===== src/rtl/wb_port_arbiter_pkg.sv =====
// Shared types for the GPR write-port arbiter: request/entry structs and register-index helpers.
package wb_port_arbiter_pkg;
    localparam int REG_W    = 5;
    localparam int XLEN     = 64;
    localparam int NUM_REGS = 32;

    typedef struct packed {
        logic             rd_en;
        logic [REG_W-1:0] rd;
        logic [XLEN-1:0]  rd_value;
    } wb_req_t;

    typedef struct packed {
        logic [REG_W-1:0] rd;
        logic [XLEN-1:0]  value;
    } lu_entry_t;

    function automatic logic [NUM_REGS-1:0] rd_onehot(input logic [REG_W-1:0] rd);
        return NUM_REGS'(1) << rd;
    endfunction
endpackage


===== src/rtl/wb_lu_fifo.sv =====
// Circular buffer for long-latency results; exports per-entry destination and valid bits
// so the parent can build the pending-destination mask.
module wb_lu_fifo
    import wb_port_arbiter_pkg::*;
#(
    parameter int DEPTH = 2
) (
    input  logic                        clock,
    input  logic                        reset_n,
    input  logic                        push,
    input  lu_entry_t                   push_entry,
    input  logic                        pop,
    output lu_entry_t                   head,
    output logic                        full,
    output logic                        empty,
    output logic [DEPTH-1:0]            entry_vld,
    output logic [DEPTH-1:0][REG_W-1:0] entry_rd
);
    localparam int PTR_W = $clog2(DEPTH);
    localparam int CNT_W = $clog2(DEPTH) + 1;

    lu_entry_t [DEPTH-1:0] mem;
    logic [PTR_W-1:0]      wr_ptr, rd_ptr;
    logic [CNT_W-1:0]      count;

    assign full  = (count == CNT_W'(DEPTH));
    assign empty = (count == '0);
    assign head  = mem[rd_ptr];

    // Caller only pushes when not full and pops when not empty; pointers wrap naturally.
    always_ff @(posedge clock or negedge reset_n) begin
        if (!reset_n) begin
            wr_ptr    <= '0;
            rd_ptr    <= '0;
            count     <= '0;
            entry_vld <= '0;
        end else begin
            if (push) wr_ptr <= wr_ptr + 1'b1;
            if (pop)  rd_ptr <= rd_ptr + 1'b1;
            if (push && !pop)      count <= count + 1'b1;
            else if (pop && !push) count <= count - 1'b1;
            if (pop)  entry_vld[rd_ptr] <= 1'b0;
            if (push) entry_vld[wr_ptr] <= 1'b1;
        end
    end

    always_ff @(posedge clock) begin
        if (push) mem[wr_ptr] <= push_entry;
    end

    always_comb begin
        entry_rd = '0;
        for (int i = 0; i < DEPTH; i++) entry_rd[i] = mem[i].rd;
    end
endmodule


===== src/rtl/wb_port_arbiter.sv =====
// Shares the GPR write port between pipeline writeback (always wins) and buffered
// long-latency results, which drain into idle slots; requests a bubble on starvation.
module wb_port_arbiter
    import wb_port_arbiter_pkg::*;
#(
    parameter int DEPTH        = 2,
    parameter int STARVE_LIMIT = 4
) (
    input  logic                clock,
    input  logic                reset_n,
    input  logic                pipe_rd_en,
    input  logic [REG_W-1:0]    pipe_rd,
    input  logic [XLEN-1:0]     pipe_rd_value,
    input  logic                lu_valid,
    output logic                lu_ready,
    input  logic [REG_W-1:0]    lu_rd,
    input  logic [XLEN-1:0]     lu_rd_value,
    output logic                commit_rd_en,
    output logic [REG_W-1:0]    commit_rd,
    output logic [XLEN-1:0]     commit_rd_value,
    output logic                commit_src,
    output logic [NUM_REGS-1:0] pending_mask,
    output logic                stall_req
);
    localparam int SC_W = $clog2(STARVE_LIMIT + 1);

    lu_entry_t                   head;
    logic                        full, empty;
    logic [DEPTH-1:0]            entry_vld;
    logic [DEPTH-1:0][REG_W-1:0] entry_rd;
    logic                        eff_pipe, push, pop, grant_src;
    wb_req_t                     grant, commit_q;
    logic [SC_W-1:0]             starve_cnt;

    assign eff_pipe = pipe_rd_en && (pipe_rd != '0);
    assign pop      = !eff_pipe && !empty;
    assign lu_ready = !full;
    // Writes to x0 are acknowledged but never buffered.
    assign push     = lu_valid && lu_ready && (lu_rd != '0);

    wb_lu_fifo #(.DEPTH(DEPTH)) u_fifo (
        .clock      (clock),
        .reset_n    (reset_n),
        .push       (push),
        .push_entry ('{rd: lu_rd, value: lu_rd_value}),
        .pop        (pop),
        .head       (head),
        .full       (full),
        .empty      (empty),
        .entry_vld  (entry_vld),
        .entry_rd   (entry_rd)
    );

    always_comb begin
        grant     = '0;
        grant_src = 1'b0;
        if (eff_pipe) begin
            grant.rd_en    = 1'b1;
            grant.rd       = pipe_rd;
            grant.rd_value = pipe_rd_value;
        end else if (pop) begin
            grant.rd_en    = 1'b1;
            grant.rd       = head.rd;
            grant.rd_value = head.value;
            grant_src      = 1'b1;
        end
    end

    always_ff @(posedge clock or negedge reset_n) begin
        if (!reset_n) begin
            commit_q   <= '0;
            commit_src <= 1'b0;
            starve_cnt <= '0;
        end else begin
            commit_q   <= grant;
            commit_src <= grant_src;
            if (empty || pop)                          starve_cnt <= '0;
            else if (starve_cnt != SC_W'(STARVE_LIMIT)) starve_cnt <= starve_cnt + 1'b1;
        end
    end

    assign commit_rd_en    = commit_q.rd_en;
    assign commit_rd       = commit_q.rd;
    assign commit_rd_value = commit_q.rd_value;
    assign stall_req       = (starve_cnt == SC_W'(STARVE_LIMIT));

    always_comb begin
        pending_mask = '0;
        for (int i = 0; i < DEPTH; i++)
            if (entry_vld[i]) pending_mask = pending_mask | rd_onehot(entry_rd[i]);
    end
endmodule


===== config.mk =====
export PLATFORM = sky130hd
export DESIGN_NAME = wb_port_arbiter
export DESIGN_NICKNAME = d
export VERILOG_FILES = /design/src/rtl/wb_port_arbiter_pkg.sv /design/src/rtl/wb_lu_fifo.sv /design/src/rtl/wb_port_arbiter.sv
export SDC_FILE = /design/constraint.sdc
export NUM_CORES = 1
export LEC_CHECK = 0
export CORE_UTILIZATION = 43
export DETAILED_ROUTE_END_ITERATION = 8
export GPL_TIMING_DRIVEN = 1
export PLACE_DENSITY = 0.76
export SYNTH_ARGS = -nofsm -noshare
export SYNTH_HDL_FRONTEND = slang
export SYNTH_SLANG_ARGS = --single-unit
export TNS_END_PERCENT = 10

===== constraint.sdc =====
create_clock -name clock -period 4.55 [get_ports clock]
set_clock_uncertainty 0.2 [all_clocks]
set_input_delay 0.455 -clock clock [delete_from_list [all_inputs] [get_ports clock]]
set_output_delay 0.455 -clock clock [all_outputs]
set_load 0.01 [all_outputs]

# Word-level counts from Yosys, hierarchy flattened
# Cells that the tools add are included.
# totals
reg_bits	218
latchBits	0
mem_bits_rw	0
mem_bits_ro	0
input_bits	142
output_inout_bits	105
wordCells	71
n_memories	0
# classes
addsub	5
multipliers	0
div_mod_pow	0
n_lt_le_gt_ge	4
n_eq_ne	3
shift	2
mux	21
n_bitwise	4
reduce_logical	19
# ops
op	count
69-bit two-way mux	3
70-bit two-way mux	2
138-bit bitwise mux	1
69-bit demux with 1-bit select	1
32-bit two-way mux	2
1-bit by 5-bit left shift with 32-bit output (first input constant)	2
32-bit bitwise OR	1
5-bit nonzero test	2
1-bit logical AND	8
2-bit two-way mux	4
3-bit two-way mux	2
1-bit zero test	5
1-bit by 2-bit less-than comparator with 1-bit output (second input constant)	2
1-bit two-way mux	4
2-bit nonzero test	2
3-bit by 1-bit adder with 3-bit output (second input constant)	1
3-bit equality test (second input constant)	1
3-bit inequality test (second input constant)	1
1-bit adder (second input constant)	2
2-bit by 1-bit adder with 2-bit output (second input constant)	1
2-bit bitwise AND	1
1-bit demux with 1-bit select	2
2-bit equality test (second input constant)	1
1-bit >= comparator (second input constant)	2
other kinds (5)	5

# Logic depth before layout (Yosys ltp)
# Gate-level depths: netlist (run 1).
# logic_depth
depth_word	9
depth_mapped	7
depth_no_buf	7

# Cells and area by module
# Synthesis (run 1) repeated with hierarchy kept, for this count alone.
# unflattened
hier_cells	642
hier_area_um2	9631.7
# modules_own_cells
module	instances	cells_each	area_per_inst_um2	seq_area_each_um2
wb_lu_fifo	1	247	5661.7	4294.1
wb_port_arbiter	1	395	3970.1	1851.8

# Worst setup path after synthesis (run 1)
# No wires, ideal clock.
# synth_path
path_kind	register to register
start	register u_fifo.count[0]
end	register u_fifo.mem, in the netlist u_fifo.entry_rd[0], enable pin
setup_ns	0.497
arrival_ns	3.682
t_required_ns	3.853
slack_ns	0.172
stages_incl_launch_ff	4
n_path_buf	0
period_less_slack_ns	4.378
cell_sequence	dfrtp_1 -> nand2b_1 -> o211ai_2 -> nor2_1
# synth_via
elab_chain_cells	4
# synth_lines
element	line_no	rtl
start, declared	wb_lu_fifo.sv:24	logic [CNT_W-1:0] count;
start signal, assigned	wb_lu_fifo.sv:40	if (push && !pop) count <= count + 1'b1;
start signal, assigned	wb_lu_fifo.sv:41	else if (pop && !push) count <= count - 1'b1;
2-bit equality test	wb_lu_fifo.sv:26	assign full = (count == CNT_W'(DEPTH));
1-bit zero test	wb_port_arbiter.sv:37	assign lu_ready = !full;
via lu_ready	wb_port_arbiter.sv:15	output logic lu_ready,
1-bit logical AND (2 in a row)	wb_port_arbiter.sv:39	assign push = lu_valid && lu_ready && (lu_rd != '0);
end signal, assigned by index	wb_lu_fifo.sv:48	if (push) mem[wr_ptr] <= push_entry;
end, declared	wb_lu_fifo.sv:22	lu_entry_t [DEPTH-1:0] mem;
# The timed path passes the listed nets, and every way through them passes these cells.
# A chain may end at the register's enable or synchronous reset.

# Worst setup path in the final report (run 1)
# layout_path
start	register u_fifo.mem, in the netlist u_fifo.entry_rd[8]
end	output port pending_mask[4]
# layout_via
elab_chain_cells	3
# layout_lines
element	line_no	rtl
1-bit by 5-bit left shift with 32-bit output	wb_port_arbiter_pkg.sv:19	return NUM_REGS'(1) << rd;
32-bit bitwise OR	wb_port_arbiter.sv:90	if (entry_vld[i]) pending_mask = pending_mask | rd_onehot(entry_rd[i]);
32-bit two-way mux	wb_port_arbiter.sv:90	
end, declared	wb_port_arbiter.sv:22	output logic [NUM_REGS-1:0] pending_mask,
# Every way passes these cells.

==> metrics, run 1 <==
syn_nets=711; Post-CTS Resized=0; distinct cell type count of the synthesized netlist=40; cts hold-fix bufs=1; Syn Area/Cell=15.4 µm²; share of cells above drive strength 1=0.118; row count=51; Core ar.=0.0197 mm²; clk_lat worst skew=500 ps; DRT Wirelength=19300 µm; Max Cap Violations=0; Main synth FF type=edfxtp_1; first-pass GRT wire length=29900 µm; worst slew pin tran=975 ps; vias in the first global route=5916; CP Max Fanout=7; Clock Path Buffers=3; worst path required time=3890 ps; status=complete, no violations; synth warn=0; pre-CTS setup slack=1220 ps; endpoint class of the critical path=output pin; setup violators final=0; largest net degree at the start of global routing=69; n_diodes=0; Final period util=0.685; input/output buffers=246; terminus of the critical flop-to-flop path=u_fifo.mem[127]$_DFFE_PP_; Crit Path Category=reg2out; # nets final=958; drt drc=0; clock root cell=clkbuf_16; final hold viol count=0; pwr dens=562 mW/mm²; gpl congestion=0.873; final worst path period need=3120 ps; Register-to-Register Path Depth=4; R2R Setup Slk=1650 ps; die area=0.0209 mm²; DP Wirelength=13300 µm; Min-Delay Path Class=in2async; unrepaired setup endpoints after global routing=false; GRT met2 Usage=0.340; Tot GR Track Use=0.186; final slew viol count=0; Routed WL per cell=17.6 µm; Post-DRT Antenna Nets=0; Final Util=0.618; gr busiest metal=met2; DR iter-0 viols=282; sequential-to-total area share from yosys stat=0.705; Post-CTS Setup Repair Bufs=0; CTS tree=yes; async set-reset flop share out of synthesis=0.367; Synth Cell Area=0.00872 mm²; number of synthesized flops with an enable pin=138; Peak VDD IR=0.000348 V; FF-to-FF Start=u_fifo.count[0]$_DFFE_PN0P_; Die X=144 µm; synthesized instance count=566; slew margin rel.=0.349; setup TNS=0 ps; fmax=0.321 GHz; Yosys reg bits=218; DR vias=5603; min setup slack post-route=1430 ps; antenna violations before repair=0; Initial Util=0.444; IO Pins=247; Die Height=144 µm; CTS clk-pin slew, worst paths=60 ps; clock sink total=218; H-tree depth=1; drt pass-1 iters=5; Pleak=0.00462 µW; total CTS buffers=22; met3 Use GR=0.0437; crit path launch type=flop; arrival time worst endpoint=2460 ps; Congestion Overflow GR=0; area grow syn2layout=39.3%; Via-to-Cell Ratio=5.12; met1 Track Usage GR=0.211; Hold Slack=269 ps
## through the flow
step | power, µW | std cells | area (µm²)
5_1_grt | 7210 | 1094 | 12200
6_report | 6830 | 1094 | 12200
3_5_place_dp | 5130 | 1053 | 11400
2_1_floorplan | 4150 | 566 | 8720
4_1_cts | 6910 | 1094 | 12200
3_3_place_gp | 5050 | 1053 | 11400
## area by class of cell
type                            instances  area, µm²
Timing Repair Buffer                  253       2510
Inverter                                7       26.3
Sequential cell                       218       6150
Fill cell                            1539       7500
Clock inverter                         11        121
Clock buffer                           29        597
Multi-Input combinational cell        311       2410
Tap cell                              265        332
## synthesized netlist by cell type, types with 4 or more instances
library cell | instances | area, µm²
clkbuf_1 | 13 | 48.8
nand3_1 | 6 | 30.0
buf_2 | 8 | 40.0
buf_4 | 4 | 30.0
o22ai_1 | 30 | 188
or2_2 | 4 | 25.0
edfxtp_1 | 138 | 4140
inv_1 | 7 | 26.3
nand2_1 | 15 | 56.3
mux2i_1 | 70 | 701
dfrtp_1 | 80 | 2000
nand2b_1 | 7 | 43.8
mux2_2 | 48 | 541
mux2_1 | 16 | 180
nor2_1 | 70 | 263
nor2b_1 | 4 | 25.0
xnor2_1 | 4 | 35.0
nand3b_1 | 5 | 37.5
## metal layers
metal	vias to the layer above	routed length, µm
met1	2718	7360
met4	0	490
met5	-	0
met3	37	1640
met2	260	9820
li1	2588	-
## cell families (layout without fill, tap and decap cells)
logic type      after synthesis  after routing  synth area share
flops                       218            218             0.705
buf+inv                      37            300            0.0214
mux                         134            134             0.163
fa+ha+maj                     3              3           0.00430
xor+xnor                      6              6           0.00603
simple gates                121            121            0.0628
compound gates               47             47            0.0377
## where the power goes
group / total, µW / internal [µW] / switching (µW)
registers: 3010 / 2690 / 320
logic: 2050 / 1080 / 971
clock network: 1760 / 1040 / 721
total: 6830 / 4810 / 2010
## critical path, cell delays in order, from the launching register on
cell and delay, ps:
edfxtp_1 510, nor2b_1 360, nand2b_1 200, o32ai_1 300, clkdlybuf4s50_1 600
## sequential cells by signal, summed over array words and instances (netlist names), 2 cells and up
signal	count
commit_rd_value	64
starve_cnt	3
u_fifo.entry_rd	10
u_fifo.mem	128
u_fifo.entry_vld	2
commit_rd	5
u_fifo.count	2
## how the worst max path moves through the flow
stage / to / depth (start not counted) / slack (ps) / start
2_1_floorplan: u_fifo.entry_rd[0]$_DFFE_PP_ / 3 / 170 / u_fifo.count[0]$_DFFE_PN0P_
3_3_place_gp: u_fifo.mem[36]$_DFFE_PP_ / 5 / 1340 / lu_rd[3]
5_1_grt: pending_mask[4] / 4 / 1320 / u_fifo.entry_vld[1]$_DFF_PN0_
4_1_cts: pending_mask[4] / 4 / 1480 / u_fifo.entry_rd[8]$_DFFE_PP_
6_report: pending_mask[4] / 4 / 1430 / u_fifo.entry_rd[8]$_DFFE_PP_
3_5_place_dp: u_fifo.mem[54]$_DFFE_PP_ / 5 / 1220 / lu_rd[2]
## layout by cell type (no fill, tap or decap), types with 5 or more instances in the layout
| cell | n |
|---|---|
| buf_4 | 7 |
| clkbuf_1 | 5 |
| clkbuf_16 | 22 |
| clkdlybuf4s50_1 | 245 |
| dfrtp_1 | 79 |
| edfxtp_1 | 138 |
| inv_1 | 7 |
| mux2_1 | 16 |
| mux2_2 | 48 |
| mux2i_1 | 70 |
| nand2_1 | 15 |
| nand2b_1 | 7 |
| nand3_1 | 6 |
| nand3b_1 | 5 |
| nor2_1 | 67 |
| o22ai_1 | 30 |
No activity file was read; power rests on OpenSTA's default activity.
==> run 2: changes to the inputs <==
--- a/config.mk
+++ b/config.mk
@@ -5,10 +5,10 @@
 export SDC_FILE = /design/constraint.sdc
 export NUM_CORES = 1
 export LEC_CHECK = 0
-export CORE_UTILIZATION = 43
+export CORE_UTILIZATION = 48
 export DETAILED_ROUTE_END_ITERATION = 8
 export GPL_TIMING_DRIVEN = 1
-export PLACE_DENSITY = 0.76
+export PLACE_DENSITY = 0.8
 export SYNTH_ARGS = -nofsm -noshare
 export SYNTH_HDL_FRONTEND = slang
 export SYNTH_SLANG_ARGS = --single-unit
==> constraint.sdc (replaced) <==
create_clock -name clock -period 3.2 [get_ports clock]
set_clock_uncertainty 0.2 [all_clocks]
set_input_delay 0.32 -clock clock [delete_from_list [all_inputs] [get_ports clock]]
set_output_delay 0.32 -clock clock [all_outputs]
set_load 0.01 [all_outputs]
==> run 2 against run 1 <==
  * Via count about the same
  * Clock power increased by 63%
  * Power increased by 49%
  * Die area decreased by 10%
  * Critical path depth unchanged
  * Cell area increased by 1.4%
  * Sequential share of layout area decreased by 0.70 points
  * Flip-flop and latch count unchanged
  * Register-to-register slack got worse by 920 ps
  * Highest routed layer unchanged
==> metrics, run 2 (synthesized netlist as in run 1, its figures left out) <==
final worst path period need=3020 ps; min setup slack post-route=182 ps (was 1430 ps); final slew viol count=0 (unchanged); commonest non-fill, non-tap cell in the layout=clkdlybuf4s50_1 (unchanged); clock root cell=clkbuf_16 (unchanged); DR iter-0 viols=262 (was 282); Post-Layout Cell Count=1062 (was 1094); crit path launch type=flop (unchanged); Worst path depth=4 (unchanged); vias in the first global route=5994 (was 5916); Crit path max-delay family=buffers and inverters (unchanged); Via-to-Cell Ratio=5.28 (was 5.12); Tot GR Track Use=0.214 (was 0.186); Crit Path Category=reg2out (unchanged); CP Max Fanout=8 (was 7); die area=0.0187 mm² (was 0.0209 mm²); clk_lat worst skew=500 ps (about the same); # nets final=965 (was 958); setup violators final=0 (unchanged); n_diodes=0 (unchanged); arrival time worst endpoint=2500 ps (was 2460 ps); Register-to-Register Path Depth=4 (unchanged); IO Pins=247 (unchanged); endpoint class of the critical path=output pin (unchanged); Multi-input gate area=0.00241 mm² (unchanged); Post-CTS Resized=0 (unchanged); fmax=0.331 GHz; Pleak=0.00474 µW (was 0.00462 µW); pre-CTS setup slack=421 ps (was 1220 ps); Die X=137 µm (was 144 µm); final hold viol count=0 (unchanged); status=complete, no violations (unchanged); Routed WL per cell=18.7 µm (was 17.6 µm); Initial Util=0.497 (was 0.444); CTS tree=yes (unchanged); clock sink total=218 (unchanged); Peak VDD IR=0.000541 V (was 0.000348 V); Fillers=1156 (was 1539); Post-CTS Setup Repair Bufs=0 (unchanged); cts hold-fix bufs=1 (unchanged); DR vias=5604 (was 5603); most frequent cells in the layout=clkdlybuf4s50_1, edfxtp_1, dfrtp_1 (unchanged); antenna violations before repair=0 (unchanged); Final Util=0.703 (was 0.618); area grow syn2layout=41.3% (was 39.3%); gpl congestion=0.868 (was 0.873); DP Wirelength=13800 µm (was 13300 µm); Reg area=0.00615 mm² (unchanged); input/output buffers=246 (unchanged); Clock Path Buffers=3 (unchanged); total CTS buffers=23 (was 22); CTS clk-pin slew, worst paths=60 ps (about the same); total power=10100 µW (was 6830 µW); worst path required time=2680 ps (was 3890 ps); DRT Wirelength=19800 µm (was 19300 µm); max reg flops=128 (unchanged); unrepaired setup endpoints after global routing=false (unchanged); slowest cell on the critical path=clkdlybuf4s50_1 (unchanged); Post-DRT Antenna Nets=0 (unchanged); largest net degree at the start of global routing=46 (was 69); H-tree depth=1 (unchanged); Core ar.=0.0175 mm² (was 0.0197 mm²); max incr delay on CP=600 ps (about the same); worst slew pin tran=736 ps (was 975 ps); critical-path cell list=nor2b_1 -> nand2b_1 -> o32ai_1 -> clkdlybuf4s50_1 (unchanged); pwr dens=823 mW/mm² (was 562 mW/mm²); CP startpoint=u_fifo.entry_vld[1]$_DFF_PN0_ (was u_fifo.entry_rd[8]$_DFFE_PP_); Congestion Overflow GR=0 (unchanged); share of cells above drive strength 1=0.131 (was 0.118); first-pass GRT wire length=30500 µm (was 29900 µm); FF-to-FF Start=u_fifo.count[0]$_DFFE_PN0P_ (unchanged); Crit path buffers/inverters=1 (unchanged); slew margin rel.=0.508 (was 0.349); Max Cap Violations=0 (unchanged); drt pass-1 iters=5 (unchanged); Inst Count DP=1019 (was 1053); Min-Delay Path Class=in2async (unchanged); Die Height=137 µm (was 144 µm); drt drc=0 (unchanged); Final period util=0.943; Top reg by flops=u_fifo.mem (unchanged); row count=48 (was 51)
-- run 2: final timing paths --
kind / to / slack, ps
min in group clock: u_fifo.mem[43]$_DFFE_PP_ / 190
hold / removal: commit_rd_value[38]$_DFF_PN0_ / 160
hold reg to reg: u_fifo.wr_ptr$_DFFE_PN0N_ / 370
max in group asynchronous: commit_rd_value[22]$_DFF_PN0_ / 1850
setup reg to reg: u_fifo.entry_rd[2]$_DFFE_PP_ / 730
setup / recovery: pending_mask[4] / 180
-- run 2: where the power goes --
group | leakage [µW] | internal, µW | switching, µW
Sequential | 0.00224 | 3830 | 411
Clock | 0.000419 | 1810 | 1060
Combinational | 0.00208 | 1570 | 1460
Total | 0.00474 | 7210 | 2940
-- run 2: metrics by stage --
stage,hold WS [ps],TNS (ps),instance area [µm²]
2_1_floorplan,-176,-4570,8730
3_3_place_gp,136,0,11500
3_5_place_dp,153,0,11500
4_1_cts,158,0,12300
5_1_grt,173,0,12300
6_report,158,0,12300
-- run 2: cell type report --
cell class                      count  area share
Inverter                            7     0.00213
Clock inverter                     10      0.0117
Multi-Input combinational cell    311       0.196
Tap cell                          225      0.0228
Sequential cell                   218       0.499
Clock buffer                       32      0.0579
Timing Repair Buffer              259       0.211
-- run 2: routing by layer --
layer,vias to the layer above,part of all wire,global-route usage
met5,-,0,0
met4,0,0.027,0.0733
met3,48,0.075,0.0504
met2,236,0.52,0.388
met1,2719,0.38,0.248
li1,2601,-,-
